$ cat src/rtl/uart_pkg.sv
// rtl/uart_pkg.sv - shared UART frame format and transmitter state encoding
package uart_pkg;

    typedef enum logic [1:0] {
        IDLE  = 2'd0,
        START = 2'd1,
        DATA  = 2'd2,
        STOP  = 2'd3
    } tx_state_t;

    localparam int DEFAULT_DELAY_FRAMES = 234;
    localparam int DATA_BITS            = 8;
    localparam int STOP_BITS            = 1;

endpackage

$ cat src/rtl/uart_tx_fifo_if.sv
// rtl/uart_tx_fifo_if.sv - byte push handshake between client logic and the transmitter
interface uart_tx_fifo_if;
    import uart_pkg::*;

    logic [DATA_BITS-1:0] tx_data;
    logic                 tx_valid;
    logic                 tx_ready;

    modport master (output tx_data, output tx_valid, input  tx_ready);
    modport slave  (input  tx_data, input  tx_valid, output tx_ready);

endinterface

$ cat src/rtl/sync_fifo.sv
// rtl/sync_fifo.sv - single-clock FIFO with occupancy count and head-of-queue read data
module sync_fifo #(
    parameter  int WIDTH = 8,
    parameter  int DEPTH = 8,
    localparam int AW    = $clog2(DEPTH),
    localparam int CW    = $clog2(DEPTH + 1)
) (
    input  logic             clk,
    input  logic             rst_n,
    input  logic             wr_en,
    input  logic [WIDTH-1:0] wr_data,
    input  logic             rd_en,
    output logic [WIDTH-1:0] rd_data,
    output logic [CW-1:0]    count,
    output logic             full,
    output logic             empty
);

    logic [WIDTH-1:0] mem [DEPTH];
    logic [AW-1:0]    wr_ptr;
    logic [AW-1:0]    rd_ptr;
    logic             do_wr;
    logic             do_rd;

    assign full    = (count == CW'(DEPTH));
    assign empty   = (count == '0);
    assign do_wr   = wr_en && !full;
    assign do_rd   = rd_en && !empty;
    assign rd_data = mem[rd_ptr];

    // Storage is not reset; emptiness comes from count alone.
    always_ff @(posedge clk) begin
        if (do_wr) begin
            mem[wr_ptr] <= wr_data;
        end
    end

    always_ff @(posedge clk or negedge rst_n) begin
        if (!rst_n) begin
            wr_ptr <= '0;
            rd_ptr <= '0;
            count  <= '0;
        end else begin
            if (do_wr) begin
                wr_ptr <= wr_ptr + AW'(1);
            end
            if (do_rd) begin
                rd_ptr <= rd_ptr + AW'(1);
            end
            case ({do_wr, do_rd})
                2'b10:   count <= count + CW'(1);
                2'b01:   count <= count - CW'(1);
                default: count <= count;
            endcase
        end
    end

endmodule

$ cat src/rtl/uart_tx_fifo.sv
// rtl/uart_tx_fifo.sv - FIFO-buffered 8N1 UART transmitter, LSB first, back-to-back frames
module uart_tx_fifo
    import uart_pkg::*;
#(
    parameter  int DELAY_FRAMES = DEFAULT_DELAY_FRAMES,
    parameter  int FIFO_DEPTH   = 8,
    localparam int CW           = $clog2(FIFO_DEPTH + 1)
) (
    input  logic           clk,
    input  logic           rst_n,
    uart_tx_fifo_if.slave  host,
    output logic           uart_tx,
    output logic           busy,
    output logic [CW-1:0]  fifo_count
);

    localparam int TW = $clog2(DELAY_FRAMES);
    localparam int BW = $clog2(DATA_BITS);
    localparam logic [TW-1:0] LAST_CYCLE = TW'(DELAY_FRAMES - 1);
    localparam logic [BW-1:0] LAST_BIT   = BW'(DATA_BITS - 1);

    tx_state_t            state_q, state_d;
    logic [TW-1:0]        cnt_q, cnt_d;
    logic [BW-1:0]        bit_q, bit_d;
    logic [DATA_BITS-1:0] shift_q, shift_d;
    logic                 line_q, line_d;

    logic                 push;
    logic                 pop;
    logic                 full;
    logic                 empty;
    logic [DATA_BITS-1:0] head;

    assign host.tx_ready = !full;
    assign push          = host.tx_valid && !full;
    assign uart_tx       = line_q;
    assign busy          = (state_q != IDLE) || !empty;

    sync_fifo #(
        .WIDTH (DATA_BITS),
        .DEPTH (FIFO_DEPTH)
    ) u_fifo (
        .clk     (clk),
        .rst_n   (rst_n),
        .wr_en   (push),
        .wr_data (host.tx_data),
        .rd_en   (pop),
        .rd_data (head),
        .count   (fifo_count),
        .full    (full),
        .empty   (empty)
    );

    always_ff @(posedge clk or negedge rst_n) begin
        if (!rst_n) begin
            state_q <= IDLE;
            cnt_q   <= '0;
            bit_q   <= '0;
            shift_q <= '0;
            line_q  <= 1'b1;
        end else begin
            state_q <= state_d;
            cnt_q   <= cnt_d;
            bit_q   <= bit_d;
            shift_q <= shift_d;
            line_q  <= line_d;
        end
    end

    always_comb begin
        state_d = state_q;
        cnt_d   = cnt_q + TW'(1);
        bit_d   = bit_q;
        shift_d = shift_q;
        line_d  = line_q;
        pop     = 1'b0;

        case (state_q)
            IDLE: begin
                cnt_d = '0;
                if (!empty) begin
                    pop     = 1'b1;
                    shift_d = head;
                    line_d  = 1'b0;
                    state_d = START;
                end
            end
            START: begin
                if (cnt_q == LAST_CYCLE) begin
                    cnt_d   = '0;
                    bit_d   = '0;
                    line_d  = shift_q[0];
                    state_d = DATA;
                end
            end
            DATA: begin
                if (cnt_q == LAST_CYCLE) begin
                    cnt_d = '0;
                    if (bit_q == LAST_BIT) begin
                        line_d  = 1'b1;
                        state_d = STOP;
                    end else begin
                        // Shift right so the next bit is always at index 1 before the shift.
                        bit_d   = bit_q + BW'(1);
                        shift_d = shift_q >> 1;
                        line_d  = shift_q[1];
                    end
                end
            end
            STOP: begin
                if (cnt_q == LAST_CYCLE) begin
                    cnt_d = '0;
                    if (!empty) begin
                        pop     = 1'b1;
                        shift_d = head;
                        line_d  = 1'b0;
                        state_d = START;
                    end else begin
                        state_d = IDLE;
                    end
                end
            end
            default: begin
                state_d = IDLE;
                line_d  = 1'b1;
                cnt_d   = '0;
            end
        endcase
    end

endmodule
$ cat src/flat_wrapper.sv
// flat-port wrapper written by rule: the top's interface ports become plain ports
module uart_tx_fifo_flat import uart_pkg::*;
#(
    parameter  int DELAY_FRAMES = DEFAULT_DELAY_FRAMES,
    parameter  int FIFO_DEPTH   = 8,
    localparam int CW           = $clog2(FIFO_DEPTH + 1)
)
  (clk, rst_n, uart_tx, busy, fifo_count, host_tx_data, host_tx_valid, host_tx_ready);
  uart_tx_fifo_if host_i ();
  input  logic clk;
  input  logic rst_n;
  output logic uart_tx;
  output logic busy;
  output logic [CW-1:0] fifo_count;
  input wire logic [$bits(host_i.tx_data)-1:0] host_tx_data;
  input wire logic [$bits(host_i.tx_valid)-1:0] host_tx_valid;
  output wire logic [$bits(host_i.tx_ready)-1:0] host_tx_ready;
  assign host_i.tx_data = host_tx_data;
  assign host_i.tx_valid = host_tx_valid;
  assign host_tx_ready = host_i.tx_ready;
  uart_tx_fifo #(.DELAY_FRAMES(DELAY_FRAMES), .FIFO_DEPTH(FIFO_DEPTH)) u_core (.clk(clk), .rst_n(rst_n), .host(host_i), .uart_tx(uart_tx), .busy(busy), .fifo_count(fifo_count));
endmodule
$ cat config.mk
export PLATFORM = sky130hd
export DESIGN_NAME = uart_tx_fifo_flat
export DESIGN_NICKNAME = d
export VERILOG_FILES = /design/src/rtl/uart_pkg.sv /design/src/rtl/uart_tx_fifo_if.sv /design/src/rtl/sync_fifo.sv /design/src/rtl/uart_tx_fifo.sv /design/src/flat_wrapper.sv
export SDC_FILE = /design/constraint.sdc
export NUM_CORES = 1
export LEC_CHECK = 0
export BUFFER_PORTS_ARGS = -buffer_cell sky130_fd_sc_hd__buf_2
export CORE_MARGIN = 2
export CORE_UTILIZATION = 50
export DETAILED_ROUTE_END_ITERATION = 10
export GPL_TIMING_DRIVEN = 0
export PLACE_DENSITY = 0.81
export RECOVER_POWER = 25
export SLEW_MARGIN = 20
export SYNTH_ARGS = -nofsm -noshare
export SYNTH_HDL_FRONTEND = slang
export SYNTH_SLANG_ARGS = --single-unit
$ cat constraint.sdc
create_clock -name clk -period 2.6 [get_ports clk]
set_clock_uncertainty 0.15 [all_clocks]
set_input_delay 0.39 -clock clk [delete_from_list [all_inputs] [get_ports clk]]
set_output_delay 0.39 -clock clk [all_outputs]
set_load 0.05 [all_outputs]
# Word-level counts from Yosys, hierarchy flattened
# Memories as Yosys holds them, arrays and structs flattened.
# Index checks and enable logic that the tools add are counted.
op_classes:
  mux: 30
  n_reduce_logical: 17
  n_eq_ne: 14
  n_addsub: 6
ops:
  columns: ["op", "count"]
  rows:
  - ["8-bit two-way mux", 5]
  - ["8-bit one-hot mux with 3 select lines", 1]
  - ["8-bit one-hot mux with 2 select lines", 1]
  - ["1-bit two-way mux", 10]
  - ["2-bit two-way mux", 5]
  - ["3-bit by 1-bit adder with 3-bit output, second input constant", 3]
  - ["3-bit two-way mux", 3]
  - ["8-bit by 1-bit adder with 8-bit output, second input constant", 1]
  - ["8-bit equality test, second input constant", 1]
  - ["2-bit by 1-bit inequality test with 1-bit output, second input constant", 4]
  - ["2-bit one-hot mux with 4 select lines", 1]
  - ["4-bit one-hot mux with 2 select lines", 1]
  - ["4-bit AND reduction", 2]
  - ["2-bit equality test, second input constant", 3]
  - ["3-bit one-hot mux with 2 select lines", 1]
  - ["2-bit nonzero test", 3]
  - ["5-bit AND reduction", 1]
  - ["4-bit by 1-bit adder with 4-bit output, second input constant", 1]
  - ["2-bit by 1-bit equality test with 1-bit output, second input constant", 2]
  - ["4-bit equality test, second input constant", 1]
  - ["4-bit zero test", 1]
  - ["2-bit inequality test, second input constant", 2]
  - ["1-bit one-hot mux with 4 select lines", 1]
  - ["4-bit by 1-bit subtractor with 4-bit output, second input constant", 1]
  - ["9 further kinds", 12]
totals:
  word_cells: 76
  inputBits: 11
  ramBits: 64
  out_inout_bits: 7
  memories: 1
  register_bits: 32
mem_list:
  columns: ["memory", "words", "word_bits", "rd", "rd_clocked_by_memory_dff", "write_ports", "line", "source"]
  rows:
  - ["u_core.u_fifo.mem", 8, 8, 1, 0, 1, "sync_fifo.sv:19", "logic [WIDTH-1:0] mem [DEPTH];"]

# Logic depth before layout (Yosys ltp)
# Gate-level depths: netlist (run 1).
logic_depth:
  word_depth: 7
  mapped_depth: 11
  mapped_depth_nobuf: 11

# Hierarchy
# A second synthesis (run 1) with hierarchy kept.
unflattened:
  cells_unflattened: 276
  hier_area_um2: 4428.0
modules_own_cells:
  columns: ["module", "n_inst", "seq_area_each_um2", "area_per_inst_um2", "cells_per_inst"]
  rows:
  - ["sync_fifo", 1, 2172.1, 3124.2, 160]
  - ["uart_tx_fifo", 1, 551.8, 1303.8, 116]

# Worst setup path before layout (run 1)
# Ideal clock, no wire load.
synth_path:
  kind: "flip-flop to flip-flop"
  from: "reg u_core.u_fifo.count[2]"
  to: "reg u_core.u_fifo.count[3]"
  required_ps: 2307
  period_less_slack_ps: 2936
  path_stages_with_launch: 10
  arrival_ps: 2643
  setup_slack_ps: -336
  setup_ps: 143
  path_buffers: 0
  cell_sequence: "dfrtp_1 > nor3_1 > nand2_1 > nand2_1 > ha_1 > ha_1 > a21o_1 > a21oi_1 > mux2i_1 > xnor2_1"
synth_between:
  word_cells_on_any_way: 16
  classes_between: "2 x add/sub; 3 x eq/ne; 4 x mux; 7 x reduce/logical"
synth_lines:
  columns: ["item", "line", "source"]
  rows:
  - ["from (decl)", "sync_fifo.sv:14", "output logic [CW-1:0] count,"]
  - ["from (signal assigned)", "sync_fifo.sv:51", "2'b10: count <= count + CW'(1);"]
  - ["from (signal assigned)", "sync_fifo.sv:52", "2'b01: count <= count - CW'(1);"]
  - ["from (signal assigned)", "sync_fifo.sv:53", "default: count <= count;"]
  - ["4-bit equality test *", "sync_fifo.sv:25", "assign full = (count == CW'(DEPTH));"]
  - ["1-bit zero test *", null, null]
  - ["named net host_tx_ready", "flat_wrapper.sv:17", "output wire logic [$bits(host_i.tx_ready)-1:0] host_tx_ready;"]
  - ["1-bit logical AND", "uart_tx_fifo.sv:35", "assign push = host.tx_valid && !full;"]
  - ["1-bit logical AND *", "sync_fifo.sv:27", "assign do_wr = wr_en && !full;"]
  - ["2-bit by 1-bit equality test with 1-bit output / 2-bit equality test (equally long branches)", "sync_fifo.sv:50", "case ({do_wr, do_rd})"]
  - ["4-bit one-hot mux with 2 select lines / 2-bit nonzero test (equally long branches)", null, null]
# The timed path passes the listed nets; every way through them passes the cells marked *.
# A chain may end at the register's enable or synchronous reset.

# Final worst setup path (run 1)
layout_path:
  from: "reg u_core.state_q[0]"
  to: "reg u_core.u_fifo.count[3]"
layout_between:
  elab_chain_cells: 5
  word_cells_on_any_way: 8
  classes_between: "3 x eq/ne; 2 x mux; 3 x reduce/logical"
layout_lines:
  columns: ["item", "line", "source"]
  rows:
  - ["from (decl)", "uart_tx_fifo.sv:22", "tx_state_t state_q, state_d;"]
  - ["from (signal assigned)", "uart_tx_fifo.sv:62", "state_q <= state_d;"]
  - ["2-bit equality test / 2-bit zero test (equally long branches)", "uart_tx_fifo.sv:78", "case (state_q)"]
  - ["1-bit one-hot mux with 2 select lines *", "uart_tx_fifo.sv:78", null]
  - ["1-bit logical AND *", "sync_fifo.sv:28", "assign do_rd = rd_en && !empty;"]
  - ["named net u_core.u_fifo.do_rd", "sync_fifo.sv:23", "logic do_rd;"]
  - ["2-bit by 1-bit equality test with 1-bit output / 2-bit equality test (equally long branches)", "sync_fifo.sv:50", null]
  - ["4-bit one-hot mux with 2 select lines / 2-bit nonzero test (equally long branches)", null, null]
# Marked as above.

==> flow_summary.ini, run 1 <==
[outcome]
status = complete, no violations

[yosys]
synthTopCellsByCount = edfxtp_1 (64), dfrtp_1 (31), mux2_2 (18)
syn_inst = 274
syn_area_sq_um = 4290
async_reset_ff_frac = 0.333
syn_nets = 300
yosysTopAreaCell = edfxtp_1
synth_seq_area_share = 0.635
ys.flop_type = edfxtp_1
yosysMostFrequentCell = edfxtp_1
ys_top_cells_by_area = edfxtp_1 (45%), dfrtp_1 (18%), mux4_1 (7.4%)
synth_top_area_share = 0.448
yosys_warnings = 0
synth.distinct_cells = 43
synth_edf_count = 64
ys_ff_latch = 96
syn_avg_cell_area_sq_um = 15.6

[global_routing]
grt_first_pass_wirelength_microns = 12300
gr-usage-met1 = 0.240
grt_pass1_vias = 2375
antenna_found_initial = 0
gr-usage-met3 = 0.0372
grt_usage = 0.183
grt_start_max_net_pins = 33
busiest_layer = met2
met2_usage = 0.305
overflow = 0

[die]
dieArea_sq_um = 9330
ios = 18
die_h_microns = 96.6
die-width_microns = 96.6
fp.coreArea_sq_um = 8260
start_util = 0.519
rows = 33

[setup_path]
critPathCaptureType = register
cp.required_ps = 2740
crit_fanout = 6
criticalPathCategory = register to register
worstPathArrival_ps = 2670
cp-start-kind = register
reg2reg_depth = 9

[clock_tree]
clockBufferDepth = 2
clk_pin_slew_ps = 100
clock_tree.htree_level_count = 3
clkSinkCount = 96
cts_tree = yes
cts-root-buf = clkbuf_8
cts_buffers = 9
clk_latency_ps = 360

[route]
dr.pass1.iters = 4
drt-initial-drc-count = 114
routed_via_density = 5.58
drc = 0
ant_nets = 0
num_vias = 2354
avgRoutedWirePerCell_microns = 18.1
detail_route.wirelength_microns = 7640

[power_and_ir_drop]
pwr-share-seq = 0.561
leakage_nw = 1.82
clkPwrFrac = 0.258
p_per_area_nw_per_um2 = 734
swShare = 0.314
p_int_w = 0.00245
switchingPower_w = 0.00112
combPwrFrac = 0.181
ir_drop_mv = 0.484

[timing]
whs_ps = 171
slew_headroom = 0.397
period_minus_slack_ps = 2530
fmax_mhz = 395
fin_tns_setup_ps = 0
setup_viol = 0
rsz0062_at_grt = yes
finalHoldViolCount = 0
drv_slew = 0
period_share = 0.974
worst_slew_pin_slew_ps = 901

[final_layout]
nets = 338
syn_to_final_growth_pct = 13.6
drive_above_1_share = 0.268
fin_area_sq_um = 4870
diodes = 0

[placement]
numPortBuffers = 17
place_area_sq_um = 4580
dp_hpwl_microns = 5030
gp_congestion = 0.798

[worst_hold_path]
whs_path_depth = 3
hold_class = primary input to register

[job]
drv_cap = 0
## layout by cell type, fill, tap and decap left out, types with 2 or more instances in the layout
cell	instances
nor2_1	16
mux4_2	2
buf_4	8
xor2_1	5
dfrtp_2	6
nor3_1	3
mux2_2	18
nand2b_1	3
clkbuf_8	9
o41ai_1	2
mux4_1	12
nor2b_1	4
clkbuf_1	10
mux2_1	2
buf_6	3
a21o_1	3
dfrtp_1	25
o21ai_0	6
ha_1	12
nand2_1	13
o31ai_1	2
o21ai_1	2
nand2_2	2
xnor2_1	6
buf_2	11
inv_8	2
clkinv_4	3
inv_1	9
clkbuf_2	2
a21oi_1	6
mux2i_1	7
nor3_2	4
edfxtp_1	64
nand3_1	6
or3_1	2
## worst max-delay path, stage by stage (launching register included)
cell	delay, ps
dfrtp_2	430
inv_1	90
ha_1	410
nor3_4	250
ha_2	210
ha_1	220
a21o_1	170
a21oi_2	150
mux2i_1	230
xnor2_1	140
## power groups by stage
stage	Clock (W)	Combinational, W	Sequential, W
6_report	0.000921	0.000647	0.00201
2_1_floorplan	0	0.000328	0.00209
4_1_cts	0.000936	0.000640	0.00199
5_1_grt	0.00101	0.000701	0.00203
3_5_place_dp	0	0.000632	0.00203
3_3_place_gp	0	0.000583	0.00200
## metrics by stage
stage / utilization / total power [W] / setup slack, ps / std cells
after floorplan: - / 0.00242 / 10.3 / 274
after global placement: 0.548 / 0.00258 / -206 / 396
after detailed placement: 0.554 / 0.00266 / -196 / 400
after CTS: 0.581 / 0.00357 / -60.2 / 418
after global routing: 0.590 / 0.00374 / -38.0 / 422
final: 0.590 / 0.00357 / 68.8 / 422
## worst paths after layout
check | from | endpoint | slack [ps]
worst max-delay path | u_core.state_q[0] | u_core.u_fifo.count[3] | 70
worst min-delay path | host_tx_valid | u_core.u_fifo.wr_ptr[2] | 170
worst max register to register | u_core.state_q[0] | u_core.u_fifo.count[3] | 70
worst min register to register | u_core.shift_q[2] | u_core.shift_q[2] | 370
max in group asynchronous | rst_n | u_core.state_q[0] | 1330
min in group asynchronous | rst_n | u_core.u_fifo.count[2] | 480
## per-layer routing
metal / part of all wire / vias to the layer above
met5: 0 / -
met4: 0.020 / 0
met3: 0.023 / 12
met2: 0.52 / 38
met1: 0.44 / 1187
li1: - / 1117
## timing repair
item	CTS	global route
resized for setup	6	11
hold buffers	1	0
endpoints found under the hold margin	31	0
pin swaps	3	6
buffers inserted	1	4
setup endpoints to repair	5	8
## cell type report
type | count | area, sq um
Timing Repair Buffer | 27 | 151
Clock inverter | 7 | 65.1
Tap cell | 105 | 131
Buffer | 9 | 75.1
Multi-Input combinational cell | 160 | 1560
Sequential cell | 96 | 2730
Inverter | 9 | 33.8
Fill cell | 632 | 3390
Clock buffer | 9 | 124
## registers in the layout (all words and copies together), names as in the netlist
name	flops
u_core.bit_q	3
u_core.cnt_q	8
u_core.shift_q	8
u_core.state_q	2
u_core.u_fifo.count	4
u_core.u_fifo.mem	64
u_core.u_fifo.rd_ptr	3
u_core.u_fifo.wr_ptr	3
u_core.uart_tx	1
## logic make-up (layout without fill, tap and decap cells)
| family | after synthesis | count (layout) | synth area share |
|---|---|---|---|
| flip-flops | 96 | 96 | 0.635 |
| AND/OR/NAND/NOR | 64 | 64 | 0.0741 |
| multiplexers | 42 | 42 | 0.156 |
| AO/OA/AOI/OAI | 28 | 28 | 0.0412 |
| buffers and inverters | 18 | 61 | 0.0248 |
| adder cells (fa/ha/maj) | 15 | 15 | 0.0455 |
| XOR/XNOR | 11 | 11 | 0.0225 |
(Power assumes the default switching activity.)
==> run 2: changes to the inputs <==
BUFFER_PORTS_ARGS = -buffer_cell sky130_fd_sc_hd__buf_4   (was -buffer_cell sky130_fd_sc_hd__buf_2)
==> flow_summary.ini, run 2 (synthesis results as in run 1) <==
[die]
die-width_microns = 96.6
rows = 33
fp.coreArea_sq_um = 8260
start_util = 0.519
die_h_microns = 96.6
dieArea_sq_um = 9330
ios = 18

[placement]
numPortBuffers = 17
dp_hpwl_microns = 4860
gp_congestion = 0.791
post-place-ws_ps = -183

[final_layout]
max_flop_register = u_core.u_fifo.mem
nets = 342
final-seq-area_sq_um = 2730
drive_above_1_share = 0.271
layout_common_cells = edfxtp_1 (64), dfrtp_1 (26), buf_4 (21)
multi_input_area_sq_um = 1530
post-route-util = 0.593
diodes = 0
layout_commonest_cell = edfxtp_1
largest_reg_flops = 64
fill_cells = 624
largestRegisters = u_core.u_fifo.mem: 64 flops, u_core.cnt_q: 8 flops, u_core.shift_q: 8 flops
syn_to_final_growth_pct = 14.2

[setup_path]
criticalPathCategory = register to register
timing.critical_path.mode_cell = ha_1
cp-start-kind = register
cp_num_buf_inv = 2
slowest_delay_ps = 390
crit_slowest_cell = dfrtp_1
worstPathArrival_ps = 2630
cp.required_ps = 2740
path_cells = inv_1, ha_1, and4_4, a31oi_4, nor3_2, ha_2, buf_4, ha_1, a21oi_2, mux2i_1, xnor2_1
critical-path-top-delay-family = adder cells
crit_fanout = 3
critPathCaptureType = register

[timing]
worst_slew_pin_slew_ps = 919
period_share = 0.958
slew_headroom = 0.385
setup_ws_ps = 110
rsz0062_at_grt = yes
fin_tns_setup_ps = 0
setup_viol = 0
period_minus_slack_ps = 2490
fmax_mhz = 402
drv_slew = 0
finalHoldViolCount = 0

[route]
dr.pass1.iters = 4
detail_route.wirelength_microns = 7230
drc = 0
ant_nets = 0
num_vias = 2349
routed_via_density = 5.51
avgRoutedWirePerCell_microns = 17.0
drt-initial-drc-count = 91

[global_routing]
grt_start_max_net_pins = 33
grt_pass1_vias = 2347
grt_first_pass_wirelength_microns = 11800
grt_usage = 0.175
gr-usage-met1 = 0.231
busiest_layer = met2
met2_usage = 0.285
antenna_found_initial = 0
overflow = 0
gr-usage-met3 = 0.0318

[job]
drv_cap = 0

[clock_tree]
clock_tree.htree_level_count = 3
cts_tree = yes
clk_latency_ps = 360
cts-root-buf = clkbuf_8
clkSinkCount = 96
clk_pin_slew_ps = 100
clockBufferDepth = 2
cts_buffers = 9

[power_and_ir_drop]
power.total_w = 0.00355
p_per_area_nw_per_um2 = 725
ir_drop_mv = 0.494
leakage_nw = 1.84

[outcome]
status = complete, no violations

[worst_hold_path]
hold_class = primary input to register
==> run 2: worst paths after layout <==
kind / slack, ps / startpoint / endpoint / cells after the start
min: 170 / host_tx_valid / u_core.u_fifo.wr_ptr[2] / 3
min in group asynchronous: 360 / rst_n / u_core.u_fifo.count[2] / 2
min reg2reg: 350 / u_core.uart_tx / u_core.uart_tx / 2
max reg2reg: 110 / u_core.cnt_q[1] / u_core.u_fifo.count[3] / 11
max: 110 / u_core.cnt_q[1] / u_core.u_fifo.count[3] / 11
max in group asynchronous: 1620 / rst_n / u_core.uart_tx / 2
==> run 2: through the flow <==
stage / hold slack, ps / cells / cell area, sq um
after CTS: 83.7 / 421 / 4860
after floorplan: -55.6 / 274 / 4310
after global routing: 185 / 426 / 4900
after detailed placement: 199 / 400 / 4620
final: 171 / 426 / 4900
after global placement: 194 / 396 / 4570
==> run 2: layout make-up <==
class                   instances  share of cell area
multi-input cells             160               0.313
clock buffers                   9              0.0253
clock inverters                 7              0.0133
well taps                     105              0.0268
plain buffers                   9              0.0153
repair buffers                 31              0.0414
flip-flops and latches         96               0.558
inverters                       9             0.00690
==> run 2: layer usage <==
layer	part of all wire	up-vias
met5	0	-
met1	0.44	1168
met3	0.030	9
li1	-	1125
met4	0.016	0
met2	0.51	47
==> run 2: worst min-delay path, cell delays in order <==
cell	delay, ps
buf_4	120
nand3_1	70
xnor2_1	60
==> run 2: timing repair <==
item | in CTS | in global routing
buffers inserted | 4 | 5
gates resized for setup | 6 | 6
hold endpoints to repair | 31 | 0
hold buffers | 1 | 0
pin swaps | 2 | 5
setup endpoints to repair | 5 | 8
==> run 2: power by group <==
part           leakage, nW  total (W)  switching [W]  internal (W)
Clock               0.0934   0.000908       0.000541      0.000367
Sequential           0.966    0.00199       0.000137       0.00185
Combinational        0.782   0.000654       0.000411      0.000243
Total                 1.84    0.00355        0.00109       0.00246
==> run 3: changes to the inputs <==
CORE_MARGIN = not set   (was 2)
PLACE_DENSITY = 0.79   (was 0.81)
clock period = 2.4 ns   (was 2.6 ns; I/O delays follow)
==> flow_summary.ini, run 3 (synthesis results as in run 1) <==
[power_and_ir_drop]
clkPwrFrac = 0.259
leakage_nw = 1.86
switchingPower_w = 0.00125
power.total_w = 0.00393
p_per_area_nw_per_um2 = 794
combPwrFrac = 0.188
ir_drop_mv = 0.459
swShare = 0.317
p_int_w = 0.00268
pwr-share-seq = 0.554

[final_layout]
syn_to_final_growth_pct = 15.5
layout_commonest_cell = edfxtp_1
largestRegisters = u_core.u_fifo.mem: 64 flops, u_core.cnt_q: 8 flops, u_core.shift_q: 8 flops
fill_cells = 624
stdcell_count = 425
final-seq-area_sq_um = 2730
layout_common_cells = edfxtp_1 (64), dfrtp_1 (27), buf_4 (21)
diodes = 0
largest_reg_flops = 64
fin_area_sq_um = 4950
drive_above_1_share = 0.278
multi_input_area_sq_um = 1590
max_flop_register = u_core.u_fifo.mem
nets = 341

[die]
ios = 18
die-width_microns = 94.6
dieArea_sq_um = 8950
rows = 33
die_h_microns = 94.6
start_util = 0.519
fp.coreArea_sq_um = 8260

[timing]
fmax_mhz = 410
rsz0062_at_grt = yes
slew_headroom = 0.379
period_minus_slack_ps = 2440
drv_slew = 0
period_share = 1.02
setup_ws_ps = -40.0
setup_viol = 1
worst_slew_pin_slew_ps = 927
finalHoldViolCount = 0
fin_tns_setup_ps = -40.0

[placement]
gp_congestion = 0.747
dp_hpwl_microns = 5150
place_area_sq_um = 4670
dp.cells = 399
numPortBuffers = 17

[global_routing]
grt_first_pass_wirelength_microns = 12500
gr-usage-met1 = 0.250
overflow = 0
gr-usage-met3 = 0.0370
met2_usage = 0.316
busiest_layer = met2
grt_pass1_vias = 2477
grt_usage = 0.194
antenna_found_initial = 0
grt_start_max_net_pins = 33

[outcome]
status = complete, but fails checks
violations = setup timing

[route]
ant_nets = 0
detail_route.wirelength_microns = 7690
num_vias = 2386
dr.pass1.iters = 4
avgRoutedWirePerCell_microns = 18.1
routed_via_density = 5.61
drt-initial-drc-count = 102
drc = 0

[setup_path]
cp-start-kind = register
criticalPathCategory = register to register
cp.required_ps = 2540
crit_fanout = 5
worstPathArrival_ps = 2580
crit_path_start = u_core.cnt_q[2]
critPathCaptureType = register
r2r-start = u_core.cnt_q[2]

[clock_tree]
cts_tree = yes
clkSinkCount = 96
cts_buffers = 9
clk_pin_slew_ps = 100
clk_latency_ps = 370
cts-root-buf = clkbuf_8
clockBufferDepth = 2
clock_tree.htree_level_count = 3

[worst_hold_path]
min-delay-start = host_tx_valid
hold_class = primary input to register

[job]
drv_cap = 0
## run 3: cell types whose count changed in the layout (fill, tap and decap cells not counted), moves of 2 or more
cell / previous run / this run
ha_4: 0 / 2
nand2_4: 0 / 2
clkinv_4: 4 / 1
inv_6: 0 / 3
nand2_2: 2 / 0
## run 3: power groups by stage
stage / sequential, W / combinational (W) / clock [W]
final: 0.00218 / 0.000739 / 0.00102
after global routing: 0.00220 / 0.000800 / 0.00108
after CTS: 0.00218 / 0.000748 / 0.00103
after detailed placement: 0.00220 / 0.000740 / 0
after global placement: 0.00218 / 0.000680 / 0
after floorplan: 0.00227 / 0.000374 / 0
## run 3: final timing paths
check / endpoint / slack, ps / cells past startpoint
max: u_core.u_fifo.count[3] / -40 / 9
min: u_core.u_fifo.wr_ptr[2] / 150 / 3
max reg2reg: u_core.u_fifo.count[3] / -40 / 9
min reg2reg: u_core.shift_q[2] / 360 / 1
max in group asynchronous: u_core.uart_tx / 1460 / 2
min in group asynchronous: u_core.bit_q[1] / 310 / 2
## run 3: what timing repair did
item                       CTS  global route
setup endpoints to repair    9             8
pin swaps                    3             2
hold endpoints to repair    31             0
resized for setup            8             8
hold buffers                 1             0
buffers inserted             7             2
## run 3: layer usage
metal,vias up,part of all wire
met5,-,0
met4,0,0.026
met3,18,0.027
met2,41,0.49
met1,1200,0.45
li1,1127,-
## run 3: through the flow
| stage | utilization | setup slack (ps) | hold WS, ps |
|---|---|---|---|
| 2_1_floorplan | - | -29.9 | -85.6 |
| 3_3_place_gp | 0.560 | -406 | 174 |
| 3_5_place_dp | 0.566 | -394 | 178 |
| 4_1_cts | 0.600 | -23.3 | 55.2 |
| 5_1_grt | 0.599 | -125 | 141 |
| 6_report | 0.599 | -40.0 | 145 |
## run 3: final cells by class
type / instances / share of cell area
Sequential cell: 96 / 0.551
Inverter: 9 / 0.00683
Timing Repair Buffer: 30 / 0.0399
Buffer: 9 / 0.0159
Tap cell: 105 / 0.0265
Clock buffer: 9 / 0.0250
Multi-Input combinational cell: 160 / 0.322
Clock inverter: 7 / 0.0124
## run 3: critical path: stages (launching register included)
cell and delay (ps):
dfrtp_1 480, nor3b_4 300, a31oi_4 140, nor3_4 230
ha_4 190, ha_4 190, a21o_1 160, a21oi_2 140
mux2i_1 240, xnor2_1 130
